File: config.mk
export PLATFORM = sky130hd
export DESIGN_NAME = parity_step_counter
export DESIGN_NICKNAME = d
export VERILOG_FILES = /design/src/rtl/counter_pkg.sv /design/src/rtl/parity_step_next.sv /design/src/rtl/parity_step_counter.sv
export SDC_FILE = /design/constraint.sdc
export NUM_CORES = 1
export LEC_CHECK = 0
export CORE_MARGIN = 1.5
export CORE_UTILIZATION = 35
export DETAILED_ROUTE_END_ITERATION = 6
export SYNTH_ARGS = -nofsm -noshare
export SYNTH_HDL_FRONTEND = slang
export SYNTH_HIERARCHICAL = 1
export SYNTH_SLANG_ARGS = --single-unit
File: constraint.sdc
create_clock -name CLK -period 3.7 [get_ports CLK]
set_input_delay 0.555 -clock CLK [delete_from_list [all_inputs] [get_ports CLK]]
set_output_delay 0.555 -clock CLK [all_outputs]
set_load 0.05 [all_outputs]
File: src/rtl/counter_pkg.sv
// Shared definitions for the parity step counter: mode encodings and
// small bit-level helpers used by both the next-value logic and the top.
package counter_pkg;

  // Counting modes as driven on the MODE input
  typedef enum logic [1:0] {
    MODE_ALL  = 2'b00,
    MODE_EVEN = 2'b01,
    MODE_ODD  = 2'b10,
    MODE_HOLD = 2'b11
  } mode_e;

  // Bit 0 of a loaded value: forced to the parity class of the mode, if any
  function automatic logic load_bit0(mode_e m, logic b0);
    logic r;
    case (m)
      MODE_EVEN: r = 1'b0;
      MODE_ODD:  r = 1'b1;
      MODE_ALL:  r = b0;
      MODE_HOLD: r = b0;
      default:   r = b0;
    endcase
    return r;
  endfunction

  // True when the current value already sits in the mode's parity class,
  // i.e. a full double step is taken instead of an alignment step
  function automatic logic parity_match(mode_e m, logic b0);
    logic r;
    case (m)
      MODE_EVEN: r = ~b0;
      MODE_ODD:  r = b0;
      MODE_ALL:  r = 1'b0;
      MODE_HOLD: r = 1'b0;
      default:   r = 1'b0;
    endcase
    return r;
  endfunction

endpackage

File: src/rtl/parity_step_next.sv
// Combinational next-value and wrap detection for one counter step.
// The step is computed one bit wider than the counter so the extra bit
// is the carry (counting up) or the borrow (counting down), which is
// exactly the wrap condition, alignment steps included.
module parity_step_next
  import counter_pkg::*;
#(
  parameter int WIDTH = 4
) (
  input  logic [WIDTH-1:0] q,
  input  logic             dir,
  input  mode_e            mode,
  output logic [WIDTH-1:0] next_q,
  output logic             wrap
);

  localparam logic [WIDTH:0] STEP1 = {{WIDTH{1'b0}}, 1'b1};
  localparam logic [WIDTH:0] STEP2 = {{(WIDTH-1){1'b0}}, 2'b10};

  logic [WIDTH:0] step_amt;
  logic [WIDTH:0] ext_res;
  logic           active;

  // Choose step size from mode and current parity, then add or subtract
  always_comb begin
    step_amt = STEP1;
    ext_res  = {1'b0, q};
    active   = 1'b0;
    next_q   = q;
    wrap     = 1'b0;
    case (mode)
      MODE_ALL: begin
        step_amt = STEP1;
        active   = 1'b1;
      end
      MODE_EVEN, MODE_ODD: begin
        step_amt = parity_match(mode, q[0]) ? STEP2 : STEP1;
        active   = 1'b1;
      end
      MODE_HOLD: begin
        step_amt = STEP1;
        active   = 1'b0;
      end
      default: begin
        step_amt = STEP1;
        active   = 1'b0;
      end
    endcase
    if (active) begin
      if (dir) begin
        ext_res = {1'b0, q} + step_amt;
      end else begin
        ext_res = {1'b0, q} - step_amt;
      end
      next_q = ext_res[WIDTH-1:0];
      wrap   = ext_res[WIDTH];
    end else begin
      ext_res = {1'b0, q};
      next_q  = q;
      wrap    = 1'b0;
    end
  end

endmodule

File: src/rtl/parity_step_counter.sv
// Up/down counter stepping through all, even-only or odd-only values,
// with a synchronous load, a one-cycle terminal-count pulse on each wrap
// and a saturating count of wraps. All outputs are registered.
module parity_step_counter
  import counter_pkg::*;
#(
  parameter int WIDTH  = 4,
  parameter int WRAP_W = 8
) (
  input  logic              CLK,
  input  logic              RST_N,
  input  logic              EN,
  input  logic              DIR,
  input  logic [1:0]        MODE,
  input  logic              LOAD,
  input  logic [WIDTH-1:0]  LOAD_VAL,
  output logic [WIDTH-1:0]  Q,
  output logic              TC,
  output logic [WRAP_W-1:0] WRAPS
);

  localparam logic [WRAP_W-1:0] WRAPS_MAX = {WRAP_W{1'b1}};
  localparam logic [WRAP_W-1:0] WRAPS_ONE = {{(WRAP_W-1){1'b0}}, 1'b1};

  mode_e             mode_s;
  logic [WIDTH-1:0]  next_q_s;
  logic              wrap_s;

  logic [WIDTH-1:0]  q_q, q_d;
  logic              tc_q, tc_d;
  logic [WRAP_W-1:0] wraps_q, wraps_d;

  assign mode_s = mode_e'(MODE);

  parity_step_next #(
    .WIDTH (WIDTH)
  ) u_next (
    .q      (q_q),
    .dir    (DIR),
    .mode   (mode_s),
    .next_q (next_q_s),
    .wrap   (wrap_s)
  );

  // Next register state: load beats step beats hold; TC only follows a wrap
  always_comb begin
    q_d     = q_q;
    tc_d    = 1'b0;
    wraps_d = wraps_q;
    if (LOAD) begin
      q_d     = {LOAD_VAL[WIDTH-1:1], load_bit0(mode_s, LOAD_VAL[0])};
      tc_d    = 1'b0;
      wraps_d = wraps_q;
    end else if (EN) begin
      // In hold mode the step logic returns the current value with no wrap
      q_d  = next_q_s;
      tc_d = wrap_s;
      if (wrap_s && (wraps_q != WRAPS_MAX)) begin
        wraps_d = wraps_q + WRAPS_ONE;
      end else begin
        wraps_d = wraps_q;
      end
    end else begin
      q_d     = q_q;
      tc_d    = 1'b0;
      wraps_d = wraps_q;
    end
  end

  // State registers with synchronous active-low reset
  always_ff @(posedge CLK) begin
    if (!RST_N) begin
      q_q     <= {WIDTH{1'b0}};
      tc_q    <= 1'b0;
      wraps_q <= {WRAP_W{1'b0}};
    end else begin
      q_q     <= q_d;
      tc_q    <= tc_d;
      wraps_q <= wraps_d;
    end
  end

  assign Q     = q_q;
  assign TC    = tc_q;
  assign WRAPS = wraps_q;

endmodule

After elaboration in Yosys (flattened, before gate mapping) --
Index checks and enable logic that the tools add are counted.
Word-level totals: word-level logic and storage cells 35, register bits 13, bits of input ports 11
Operators by class: reductions and logical operators 10, bitwise operators 4, equality and inequality tests 4, add/sub/neg operators 3, multiplexer cells 11
Operators by type and width (count):
- two-way mux 4 bit | 3
- one-hot mux 5 bit (2 select lines) | 1
- adder 8 x 1 -> 8 bit, second input constant | 1
- != test 8 bit, second input constant | 1
- one-hot mux 1 bit (3 select lines) | 2
- OR reduction 3 bit | 2
- adder 4 x 5 -> 5 bit | 1
- two-way mux 5 bit | 1
- subtractor 4 x 5 -> 5 bit | 1
- == test 2 bit, second input constant | 2
- NOT 1 bit | 4
- nonzero test 2 bit | 2
- OR reduction 2 bit | 2
- AND reduction 3 bit | 1
- == test 2 x 1 -> 1 bit, second input constant | 1
- logical NOT 2 bit | 1
- two-way mux 1 bit | 2
- two-way mux 2 bit | 1
- one-hot mux 1 bit (2 select lines) | 1
- AND reduction 2 bit | 1
- logical AND 1 bit | 1

Longest topological paths before layout --
Gate-level depths: netlist of the first run.
word-level depth 11, mapped depth 16, depth with buffers taken out 16

By module --
Netlist of the first run, hierarchy kept.
By module, submodules not included:
- parity_step_counter | area an instance 716.9 µm², seq. area each 260.2 µm², cells each 74, instances 1
- parity_step_next | area an instance 299.0 µm², seq. area each 0.0 µm², cells each 39, instances 1

Worst setup path before layout of the first run --
OpenSTA, ideal clock, no wires.
kind input to register, start input MODE[1], end register wraps_q[4] (netlist: WRAPS[4]), path slack 495 ps, path buffers 0, arrival 3125 ps, stages on the path 16, path through inv_1 > ha_1 > nor2b_1 > mux2i_1 > nor2_2 > inv_1 > ha_1 > mux2i_1 > fa_1 > nor2b_1 > o21ai_1 > nand3_1 > nor3b_2 > and4b_1 > a31oi_1 > a211oi_2
On the way: cells in the longest elaborated chain, start to end 11, elaborated cells between the ends (all ways) 18, those cells by class add/sub (2); eq/ne (3); mux (7); reduce/logical (6)
Ends and longest elaborated chain:
- from (decl) | RTL line parity_step_counter.sv:14 | input logic [1:0] MODE,
- == test 2 bit / logical NOT 2 bit (equally long branches) | RTL line counter_pkg.sv:30, parity_step_next.sv:31
- OR reduction 2 bit (no line)
- one-hot mux 1 bit (3 select lines) | RTL line counter_pkg.sv:30 | case (m)
- two-way mux 1 bit | RTL line parity_step_next.sv:31 | case (mode)
- two-way mux 2 bit | RTL line parity_step_next.sv:37 | step_amt = parity_match(mode, q[0]) ? STEP2 : STEP1;
- one-hot mux 5 bit (2 select lines) | RTL line parity_step_next.sv:31
- subtractor 4 x 5 -> 5 bit / adder 4 x 5 -> 5 bit (equally long branches) | RTL line parity_step_next.sv:53, parity_step_next.sv:51
- two-way mux 5 bit | RTL line parity_step_next.sv:50 | if (dir) begin
- two-way mux 1 bit * | RTL line parity_step_next.sv:49 | if (active) begin
- named net wrap_s | RTL line parity_step_counter.sv:27 | logic wrap_s;
- logical AND 1 bit * | RTL line parity_step_counter.sv:58 | if (wrap_s && (wraps_q != WRAPS_MAX)) begin
- AND reduction 3 bit (no line) *
- to (signal assigned) | RTL line parity_step_counter.sv:75 | wraps_q <= {WRAP_W{1'b0}};
- to (signal assigned) | RTL line parity_step_counter.sv:79 | wraps_q <= wraps_d;
- to (decl) | RTL line parity_step_counter.sv:31 | logic [WRAP_W-1:0] wraps_q, wraps_d;
Mark *: on every way through the listed nets, which the timed path passes. The rest lies on a longest branch. The select of a mux whose other input is x is not followed. A chain may end at the register's enable or synchronous reset.

Worst setup path in the final report of the first run --
start input MODE[0], end register wraps_q[7] (netlist: WRAPS[7])
Same word-level chain as after synthesis.

==> impl_metrics.env, run 1 <==
export IMPL_start_util=0.368
export IMPL_path_clk_slew_ns=0.08
export IMPL_fillers=270
export IMPL_netlist_cell_type_count=43
export IMPL_crit_path_start_kind="primary input"
export IMPL_grt_start_max_net_pins=10
export IMPL_gp_congestion=0.722
export IMPL_num_antenna_cells=0
export IMPL_synth_flop_cell="dfxtp_1"
export IMPL_outcome="finished clean"
export IMPL_drive_gt1_frac=0.230
export IMPL_die_h_um=56.9
export IMPL_worst_setup_path_end_kind="flop"
export IMPL_hold_slack_ns=0.563
export IMPL_rsz0062_at_grt="true"
export IMPL_cts_made_buffers=3
export IMPL_cts_tree="built"
export IMPL_timing_final_crit_share=0.963
export IMPL_synth_area_leaders="dfxtp_1 26%, ha_1 12%, mux2i_1 7.9%, mux2_2 4.4%, inv_1 3.3%"
export IMPL_worst_slew_pin_transition_ns=0.498
export IMPL_maxSlewViolCount=0
export IMPL_drt_iter0_drc=20
export IMPL_drt_total_wl_um=2370
export IMPL_critPathKind="in -> reg"
export IMPL_critPathMaxFanout=4
export IMPL_clock_sinks=13
export IMPL_clock_path_buffers=2
export IMPL_arrival_ns=3.74
export IMPL_drt_vias_per_instance=5.34
export IMPL_synth_top_cells_by_count="13 x dfxtp_1, 10 x ha_1, 9 x inv_1"
export IMPL_antenna_found_initial=0
export IMPL_vdd_drop_max_mv=0.212
export IMPL_fin_tns_setup_ns=0
export IMPL_power_w=0.000385
export IMPL_required_ns=3.87
export IMPL_grt_pass1_vias=971
export IMPL_firstDrtPassIters=4
export IMPL_gr_total_overflow=0
export IMPL_fp_dieW_um=56.9
export IMPL_max_freq_mhz=281
export IMPL_grt_usage=0.156
export IMPL_slew_headroom=0.667
export IMPL_ios=24
export IMPL_final_hold_viol_count=0
export IMPL_dieArea_mm2=0.00323
export IMPL_synth_top_cell_by_area="dfxtp_1"
export IMPL_drtAntennaViolNets=0
export IMPL_insertion_delay_ns=0.28
export IMPL_rows=19
export IMPL_synth_top_cell_area_share=0.256
export IMPL_synth_warnings=6
export IMPL_layout_min_cycle_time_ns=3.56
export IMPL_holdPathStages=2
export IMPL_yosysMostFrequentCell="dfxtp_1"
export IMPL_cap_violations=0
export IMPL_clockRootBuffer="clkbuf_4"
export IMPL_nets=171
export IMPL_coreArea_mm2=0.00276
export IMPL_clock_skew_final_ns=0.00335
export IMPL_fin_util=0.518
export IMPL_num_vias=955
export IMPL_ctsHoldBuffers=0
export IMPL_ys_seq_area_frac=0.256
export IMPL_hold_class="reg -> reg"
export IMPL_setup_viol=0
export IMPL_synth_edf_count=0
export IMPL_syn_inst=113
export IMPL_grt_first_pass_wirelength_um=4080
export IMPL_wire_per_inst_um=13.2
export IMPL_avgSynthCellArea_um2=8.99
export IMPL_p_leak_nw=0.602
export IMPL_r2r_cells=13
export IMPL_dp_hpwl_um=1780
export IMPL_port_buffers=23
export IMPL_ys_ff_latch=13
export IMPL_async_flop_share=0
export IMPL_powerDensity_mw_per_mm2=270
export IMPL_multi_input_area_um2=757
export IMPL_htree_levels=1
export IMPL_area_growth_pct=40.5
export IMPL_area_sequential_um2=260
export IMPL_drcViolationCount=0
export IMPL_synthesis_area_mm2=0.00102
export IMPL_synthesis_nets=135
==> worst max-delay path, stage by stage <==
cell and delay (ns):
clkdlybuf4s50_1 0.50, inv_1 0.05, ha_1 0.20, nor2b_2 0.15, mux2i_2 0.24, nor2_4 0.09
ha_4 0.29, mux2i_4 0.06, fa_2 0.40, nor2b_2 0.12, o21ai_1 0.09, nand3_1 0.09
nor3b_4 0.22, buf_4 0.15, nand4b_4 0.11, nor4_1 0.36, nor3_2 0.06
==> routing by layer <==
metal | global-route usage | part of all wire
met1 | 0.188 | 0.42
met2 | 0.281 | 0.53
met3 | 0.0161 | 0.038
met4 | 0.0598 | 0.012
met5 | 0 | 0
==> metrics by stage <==
| step | instances | cell area [um2] | worst slack [ns] |
|---|---|---|---|
| finish | 179 | 1430 | 0.138 |
| floorplan | 113 | 1020 | 0.495 |
| detailed placement | 173 | 1330 | -0.291 |
| global route | 179 | 1430 | -0.0759 |
| CTS | 177 | 1360 | 0.0130 |
| global placement | 173 | 1330 | -0.163 |
==> worst paths after layout <==
path,from,endpoint,slack (ns)
max reg2reg,Q[0]$_SDFFE_PN0P_,WRAPS[7]$_SDFFE_PN0P_,0.74
min reg2reg,WRAPS[1]$_SDFFE_PN0P_,WRAPS[1]$_SDFFE_PN0P_,0.56
min,WRAPS[1]$_SDFFE_PN0P_,WRAPS[1]$_SDFFE_PN0P_,0.56
max,MODE[0],WRAPS[7]$_SDFFE_PN0P_,0.14
==> layout make-up <==
cell class                 count  area share
inverter                      10      0.0263
multi-input combinational     88       0.530
clock buffer                   4      0.0184
tap                           31      0.0272
timing repair buffer          33       0.216
sequential                    13       0.182
==> kinds of logic (layout without fill, tap and decap cells) <==
logic type | Yosys count | in the layout | synth area share
compound gates | 23 | 23 | 0.150
simple gates | 39 | 39 | 0.240
mux | 13 | 13 | 0.138
flops | 13 | 13 | 0.256
buf+inv | 12 | 47 | 0.0554
xor+xnor | 2 | 2 | 0.0172
fa+ha+maj | 11 | 11 | 0.143
==> cells in the final DEF, fill, tap and decap left out, types with 4 or more instances in the layout <==
| cell type | count |
|---|---|
| nand2_1 | 7 |
| nand3_1 | 5 |
| buf_4 | 10 |
| clkdlybuf4s50_1 | 22 |
| mux2i_1 | 6 |
| o21ai_0 | 5 |
| inv_1 | 8 |
| mux2_2 | 4 |
| ha_1 | 9 |
| dfxtp_1 | 13 |
| nor2_1 | 5 |
==> flip-flops by register name (all words and copies together) (netlist names) <==
signal / count
TC: 1
Q: 4
WRAPS: 8
==> where the power goes <==
group	leakage [nW]	total (W)	internal, W	switching [W]
clock network	0.0150	0.0000912	0.0000419	0.0000493
logic	0.482	0.000141	0.0000716	0.0000694
registers	0.106	0.000153	0.000145	0.00000751
==> repair_timing <==
action | 4_1_cts | 5_1_grt
gates cloned | 0 | 0
hold endpoints to repair | 0 | 0
gates resized for setup | 1 | 13
pin swaps | 0 | 4
buffers inserted | 0 | 2
setup endpoints to repair | 1 | 8
No activity file was read; power rests on OpenSTA's default activity.
==> inputs of run 2 (changes only) <==
- MAX_ROUTING_LAYER: unset -> met4
- SLEW_MARGIN: unset -> 20
==> run 2 against run 1 <==
Total power barely moved. First-iteration DRC count rose by 10%. Sequential share of layout area did not move. Combinational power barely moved. Design area did not move. Global-route usage rose by 0.43 points. Clock power barely moved. Setup slack barely moved. Fmax did not move. Hold slack did not move. Cell count did not move.
==> impl_metrics.env, run 2 (synthesis results as in run 1) <==
export IMPL_outcome="finished clean"
export IMPL_antenna_found_initial=0
export IMPL_seq_power_share=0.397
export IMPL_comb_power_share=0.366
export IMPL_rsz0062_at_grt="true"
export IMPL_crit_chain="clkdlybuf4s50_1 -> inv_1 -> ha_1 -> nor2b_2 -> mux2i_2 -> nor2_4 -> ha_4 -> mux2i_4 -> fa_2 -> nor2b_2 -> o21ai_1 -> nand3_1 -> nor3b_4 -> buf_4 -> nand4b_4 -> nor4_1 -> nor3_2"
export IMPL_area_growth_pct=40.5
export IMPL_maxSlewViolCount=0
export IMPL_htree_levels=1
export IMPL_dp_hpwl_um=1780
export IMPL_clock_path_buffers=2
export IMPL_gr_total_overflow=0
export IMPL_pre_cts_ws_ns=-0.291
export IMPL_crit_path_start_kind="primary input"
export IMPL_drcViolationCount=0
export IMPL_p_leak_nw=0.602
export IMPL_drive_gt1_frac=0.230
export IMPL_die_h_um=56.9
export IMPL_num_antenna_cells=0
export IMPL_ctsHoldBuffers=0
export IMPL_cts_made_buffers=3
export IMPL_critPathMaxStageDelay_ns=0.50
export IMPL_clock_skew_final_ns=0.00335
export IMPL_vdd_drop_max_mv=0.212
export IMPL_grt_usage=0.160
export IMPL_final_common_cell="clkdlybuf4s50_1"
export IMPL_fillers=270
export IMPL_powerDensity_mw_per_mm2=270
export IMPL_hold_class="reg -> reg"
export IMPL_p_sw_frac=0.328
export IMPL_largest_register_ffs=8
export IMPL_nets=171
export IMPL_path_clk_slew_ns=0.08
export IMPL_cts_tree="built"
export IMPL_mostFrequentLayoutCells="22 x clkdlybuf4s50_1, 13 x dfxtp_1, 10 x buf_4"
export IMPL_start_util=0.368
export IMPL_slew_headroom=0.667
export IMPL_critPathKind="in -> reg"
export IMPL_grt_start_max_net_pins=10
export IMPL_drt_total_wl_um=2370
export IMPL_cp_slowest_cell="clkdlybuf4s50_1"
export IMPL_coreArea_mm2=0.00276
export IMPL_grt_first_pass_wirelength_um=4080
export IMPL_layout_min_cycle_time_ns=3.56
export IMPL_ios=24
export IMPL_worst_slew_pin_transition_ns=0.498
export IMPL_setup_viol=0
export IMPL_p_switching_w=0.000126
export IMPL_firstDrtPassIters=4
export IMPL_port_buffers=23
export IMPL_arrival_ns=3.74
export IMPL_cp_common_cell="nor2b_2"
export IMPL_dieArea_mm2=0.00323
export IMPL_hold_slack_ns=0.563
export IMPL_fp_dieW_um=56.9
export IMPL_wire_per_inst_um=13.2
export IMPL_rows=19
export IMPL_clockRootBuffer="clkbuf_4"
export IMPL_final_hold_viol_count=0
export IMPL_num_vias=955
export IMPL_intPower_w=0.000259
export IMPL_drtAntennaViolNets=0
export IMPL_drt_vias_per_instance=5.34
export IMPL_worst_setup_path_end_kind="flop"
export IMPL_setup_slack_ns=0.138
export IMPL_cap_violations=0
export IMPL_critPathMaxFanout=4
export IMPL_max_freq_mhz=281
export IMPL_grt_pass1_vias=970
export IMPL_required_ns=3.87
export IMPL_drt_iter0_drc=22
export IMPL_timing_final_crit_share=0.963
export IMPL_insertion_delay_ns=0.28
export IMPL_clock_sinks=13
export IMPL_clkPwrFrac=0.237
export IMPL_gp_congestion=0.731
-- run 2: cell counts in the layout (fill, tap and decap cells not counted) --
Identical to the previous run, type by type.
-- run 2: area by class of cell --
type | count | area (um2) | share of cell area
clock buffer | 4 | 26.3 | 0.0184
inverter | 10 | 37.5 | 0.0263
multi-input combinational | 88 | 757 | 0.530
sequential | 13 | 260 | 0.182
tap | 31 | 38.8 | 0.0272
timing repair buffer | 33 | 308 | 0.216
-- run 2: final timing paths --
kind	start	cells after the start	to	slack, ns
max	MODE[0]	17	WRAPS[7]$_SDFFE_PN0P_	0.14
min	WRAPS[1]$_SDFFE_PN0P_	2	WRAPS[1]$_SDFFE_PN0P_	0.56
min reg2reg	WRAPS[1]$_SDFFE_PN0P_	2	WRAPS[1]$_SDFFE_PN0P_	0.56
max reg2reg	Q[0]$_SDFFE_PN0P_	13	WRAPS[7]$_SDFFE_PN0P_	0.74
-- run 2: per-stage QoR --
stage,std cells,util,cell area (um2),TNS [ns],total power (W)
final,179,0.518,1430,0,0.000385
after global routing,179,0.518,1430,-0.122,0.000408
after CTS,177,0.493,1360,0,0.000375
after detailed placement,173,0.481,1330,-1.82,0.000283
after global placement,173,0.481,1330,-0.657,0.000280
after floorplan,113,-,1020,0,0.000238
-- run 2: repair_timing --
| action | 4_1_cts | 5_1_grt |
|---|---|---|
| setup endpoints to repair | 1 | 8 |
| gates resized for setup | 1 | 13 |
| setup buffers | 0 | 2 |
| pin swaps | 0 | 4 |
-- run 2: layer usage --
layer  global-route usage  up-vias  share of wire  wire (um)
met3               0.0161        2          0.038         89
li1                     -      483              -          -
met1                0.188      443           0.42        997
met2                0.281       27           0.53       1250
met4               0.0598        0          0.012         29
met5                    -        -              0          0
-- run 2: worst max-delay path, delay by kind of cell --
| family | cells | cell delay (ns) |
|---|---|---|
| buffers and inverters | 3 | 0.70 |
| adders and majority gates | 3 | 0.89 |
| AOI/OAI and AO/OA | 1 | 0.09 |
| and+or+nand+nor | 8 | 1.20 |
| muxes | 2 | 0.30 |
-- run 2: power by group through the flow --
stage	Sequential, W	Combinational, W	Clock, W
final	0.000153	0.000141	0.0000912
after global placement	0.000156	0.000124	0
after global routing	0.000155	0.000155	0.0000980
after floorplan	0.000173	0.0000644	0
after detailed placement	0.000156	0.000128	0
after CTS	0.000153	0.000130	0.0000926
==> variant 1: new RTL, settings of run 1 <==
The output `TC` loses its register stage (`tc_q` becomes a continuous assignment).
--- a/src/rtl/parity_step_counter.sv
+++ b/src/rtl/parity_step_counter.sv
@@ -72,12 +72,12 @@
     if (!RST_N) begin
       q_q     <= {WIDTH{1'b0}};
-      tc_q    <= 1'b0;
       wraps_q <= {WRAP_W{1'b0}};
     end else begin
       q_q     <= q_d;
-      tc_q    <= tc_d;
       wraps_q <= wraps_d;
     end
   end
+
+  assign tc_q = tc_d;
 
   assign Q     = q_q;
Formal check against the unedited RTL: not equivalent (Yosys sat finds a counterexample within 4 cycles, from zero or initial values and one cycle with RST_N low).
==> variant 1 against run 1 <==
Sequential cell count decreased by 1; area after synthesis decreased by 3.7%; setup slack improved by 0.067 ns; sequential power decreased by 8%; total power decreased by 4.3%; final area decreased by 4.6%; first-iteration DRC count increased by 5.0%; wire length decreased by 11%; worst hold slack got worse by 0.057 ns.
==> variant 1: results (changes against run 1) <==
{
  "result_of_the_run": {"value": "completed"},
  "reg2regPathDepth": {"value": 14, "change": "+1"},
  "gr-usage-all-layers": {"value": 0.1404, "change": "-0.01537"},
  "regToRegSetupSlack": {"value": 0.77, "unit": "ns", "change": "+0.03 ns"},
  "placed_area": {"value": 1292, "unit": "um2", "change": "-2.5%"},
  "maximum_number_of_pins_on_one_net_before_global_route_repair": {"value": 18, "change": "+8"},
  "syn-mean-instance-area": {"value": 8.583, "unit": "um2", "change": "-4.5%"},
  "wirelength": {"value": 2104, "unit": "um", "change": "-11%"},
  "synthAdderAreaFrac": {"value": 0.1483, "change": "+0.005480"},
  "layout.nets": {"value": 170, "change": "-0.58%"},
  "ys_seq_area_frac": {"value": 0.2455, "change": "-0.01063"},
  "grt_pass1_wl": {"value": 3581, "unit": "um", "change": "-12%"},
  "met2_usage": {"value": 0.2279, "change": "-0.05284"},
  "use_met3": {"value": 0.03721, "change": "+0.02108"},
  "num-fill-cells": {"value": 261, "change": "-3.3%"},
  "grt_pass1_vias": {"value": 839, "change": "-14%"},
  "share_of_the_synthesized_netlist_area_taken_by_xor_and_xnor_gates": {"value": 0.01790, "change": "+0.0006614"},
  "synth.cells.most_frequent": {"value": "sky130_fd_sc_hd__nand2_1 (13), sky130_fd_sc_hd__dfxtp_1 (12), sky130_fd_sc_hd__mux2i_1 (11)"},
  "crit_slowest_cell": {"value": "sky130_fd_sc_hd__fa_2"},
  "viasPerCell": {"value": 5.130, "change": "-3.8%"},
  "r2r-end": {"value": "WRAPS[0]$_SDFFE_PN0P_"},
  "cp_max_fo": {"value": 3, "change": "-1"},
  "slew_headroom": {"value": 0.6240, "change": "-0.04284"},
  "final.setup.worst_slack": {"value": 0.2043, "unit": "ns", "change": "+0.06675 ns"},
  "fin_skew": {"value": 0.007998, "unit": "ns", "change": "+0.004646 ns"},
  "post_route_cells_drive_above_1_share": {"value": 0.1905, "change": "-0.03925"},
  "sw_frac_of_total": {"value": 0.3131, "change": "-0.01463"},
  "hold_slack": {"value": 0.5058, "unit": "ns", "change": "-0.05744 ns"},
  "globalRouteMet1Util": {"value": 0.1830, "change": "-0.004960"},
  "max_stage_delay": {"value": 0.37, "unit": "ns", "change": "-0.13 ns"},
  "dp.final_hpwl": {"value": 1607, "unit": "um", "change": "-9.6%"},
  "hold_end": {"value": "WRAPS[6]$_SDFFE_PN0P_"},
  "drt-initial-drc-count": {"value": 21, "change": "+5.0%"},
  "layoutNonFillerInstCount": {"value": 177, "change": "-1.1%"},
  "yosys-top-cells-area": {"value": "sky130_fd_sc_hd__dfxtp_1 (25%), sky130_fd_sc_hd__ha_1 (13%), sky130_fd_sc_hd__mux2i_1 (11%)"},
  "power.leakage": {"value": 0.6077, "unit": "nW", "change": "+0.87%"},
  "min-delay-start": {"value": "WRAPS[6]$_SDFFE_PN0P_"},
  "detailed_route_wirelength_on_metal2": {"value": 953, "unit": "um", "change": "-24%"}
}
## variant 1: changes by cell type after synthesis, sizes merged, moves of 3 or more
cell	delta
and2	+3
nor2	-5
a31oi	-3
nand2	+6
mux2i	+3
mux2	-3
o21ai	+4
## variant 1: power groups by stage
stage / clock, mW / sequential, mW / combinational, mW
final: 0.107 / 0.140 / 0.122
after detailed placement: 0 / 0.143 / 0.115
after CTS: 0.108 / 0.140 / 0.119
after global placement: 0 / 0.143 / 0.114
after floorplan: 0 / 0.157 / 0.0591
after global routing: 0.115 / 0.141 / 0.133
## variant 1: layout make-up
cell class / count / area, um2 / area share
clock buffer: 4 / 36.28 / 0.02665
inverter: 11 / 43.79 / 0.03217
multi-input combinational: 89 / 713.2 / 0.5239
sequential: 12 / 240.2 / 0.1765
tap: 30 / 37.54 / 0.02757
timing repair buffer: 31 / 290.3 / 0.2132
## variant 1: repair_timing
item | 4_1_cts | 5_1_grt
buffers inserted | 1 | 1
endpoints found under the setup margin | 1 | 1
pin swaps | 4 | 3
gates resized for setup | 6 | 6
==> variant 2: new RTL, settings of run 1 <==
Made on the original files. `WIDTH` is set to 4 in 2 places; all go to 3.
--- a/src/rtl/parity_step_next.sv
+++ b/src/rtl/parity_step_next.sv
@@ -6,5 +6,5 @@
   import counter_pkg::*;
 #(
-  parameter int WIDTH = 4
+  parameter int WIDTH = 3
 ) (
   input  logic [WIDTH-1:0] q,
--- a/src/rtl/parity_step_counter.sv
+++ b/src/rtl/parity_step_counter.sv
@@ -5,5 +5,5 @@
   import counter_pkg::*;
 #(
-  parameter int WIDTH  = 4,
+  parameter int WIDTH  = 3,
   parameter int WRAP_W = 8
 ) (
Ports: changed (resized LOAD_VAL and Q); port bits go from 24 to 22. The function was not compared with the original's and may differ.
==> variant 2 against run 1 <==
Sequential power fell by 9%; synthesized cell count down 16%; highest routed layer unchanged; sequential cell count fell by 1; setup slack improved by 0.12 ns; worst hold slack worse by 0.039 ns; area after synthesis fell by 16%; combinational power down 35%; final area is 17% lower; register-to-register slack lost 0.15 ns; die area down 15%; wire length shrank 24%; total power is 13% lower.
==> variant 2: results (changes against run 1) <==
{
  "netlist-cell-type-count": {"value": 35, "change": "-19%"},
  "clkTransAtPathRegs": {"value": 0.08, "unit": "ns", "change": "about the same"},
  "result_of_the_run": {"value": "completed"},
  "detailed_route_wirelength_on_metal2": {"value": 870, "unit": "um", "change": "-31%"},
  "hold_end": {"value": "WRAPS[7]$_SDFFE_PN0P_"},
  "placed_area": {"value": 1126, "unit": "um2", "change": "-15%"},
  "regToRegSetupSlack": {"value": 0.59, "unit": "ns", "change": "-0.15 ns"},
  "vdd_drop_max": {"value": 0.1501, "unit": "mV", "change": "-29%"},
  "power.leakage": {"value": 0.4928, "unit": "nW", "change": "-18%"},
  "drt-met1-wl": {"value": 856, "unit": "um", "change": "-14%"},
  "clk-power": {"value": 0.104, "unit": "mW", "change": "+14%"},
  "post_syn_nets": {"value": 115, "change": "-15%"},
  "grt_pass1_wl": {"value": 3049, "unit": "um", "change": "-25%"},
  "port_buf_inserts": {"value": 21, "change": "-8.7%"},
  "fin_skew": {"value": 0.006726, "unit": "ns", "change": "+0.003374 ns"},
  "synth.cells.most_frequent": {"value": "sky130_fd_sc_hd__dfxtp_1 (12), sky130_fd_sc_hd__nor2_1 (10), sky130_fd_sc_hd__ha_1 (9)"},
  "grt_pass1_vias": {"value": 740, "change": "-24%"},
  "r2r-end": {"value": "WRAPS[6]$_SDFFE_PN0P_"},
  "cp_max_fo": {"value": 5, "change": "+1"},
  "globalplace.congestion": {"value": 0.7709, "change": "+6.7%"},
  "synth_compound_area_frac": {"value": 0.1706, "change": "+0.02034"},
  "maximum_number_of_pins_on_one_net_before_global_route_repair": {"value": 12, "change": "+2"},
  "slew_headroom": {"value": 0.6673, "change": "about the same"},
  "layout.nets": {"value": 146, "change": "-15%"},
  "dp.final_hpwl": {"value": 1414, "unit": "um", "change": "-20%"},
  "gr-usage-all-layers": {"value": 0.1508, "change": "-0.004971"},
  "num-fill-cells": {"value": 232, "change": "-14%"},
  "met3_wirelength": {"value": 59, "unit": "um", "change": "-34%"},
  "globalRouteMet1Util": {"value": 0.1853, "change": "-0.002624"},
  "met2_usage": {"value": 0.2563, "change": "-0.02448"},
  "min-delay-start": {"value": "WRAPS[7]$_SDFFE_PN0P_"},
  "max_stage_delay": {"value": 0.32, "unit": "ns", "change": "-0.18 ns"}
}
variant 2: logic make-up after synthesis:
logic type               Yosys count
AND/OR/NAND/NOR                   31
XOR/XNOR                           2
adder cells (fa/ha/maj)           10
multiplexers                       8
AO/OA/AOI/OAI                     22
flip-flops                        12
buffers and inverters             10
variant 2: through the flow:
stage | hold slack, ns | TNS [ns] | std cells | setup slack (ns) | utilization
after floorplan | 0.6767 | 0 | 95 | 0.2414 | -
after global placement | 0.5053 | -1.388 | 148 | -0.2650 | 0.4994
after detailed placement | 0.5137 | -2.189 | 148 | -0.3556 | 0.4994
after CTS | 0.5276 | 0 | 153 | 0.01935 | 0.5255
after global routing | 0.5468 | 0 | 153 | 0.04199 | 0.5266
final | 0.5242 | 0 | 153 | 0.2548 | 0.5266
variant 2: worst max path at each step:
stage | start | to | cells after the start
final | MODE[1] | WRAPS[6]$_SDFFE_PN0P_ | 16
after global routing | MODE[1] | WRAPS[6]$_SDFFE_PN0P_ | 16
after CTS | MODE[0] | WRAPS[6]$_SDFFE_PN0P_ | 15
after detailed placement | MODE[1] | WRAPS[6]$_SDFFE_PN0P_ | 16
after global placement | MODE[1] | WRAPS[6]$_SDFFE_PN0P_ | 16
after floorplan | MODE[1] | WRAPS[6]$_SDFFE_PN0P_ | 16
variant 2: timing repair:
| action | in CTS | in global routing |
|---|---|---|
| pin swaps | 3 | 2 |
| hold endpoints to repair | 0 | 0 |
| buffers inserted | 1 | 0 |
| resized for setup | 5 | 1 |
| endpoints found under the setup margin | 2 | 7 |
variant 2: final cells by class:
class,instances,area share
multi-input combinational,73,0.4900
timing repair buffer,28,0.2223
sequential,12,0.2023
clock buffer,4,0.03056
tap,28,0.02950
inverter,8,0.02529
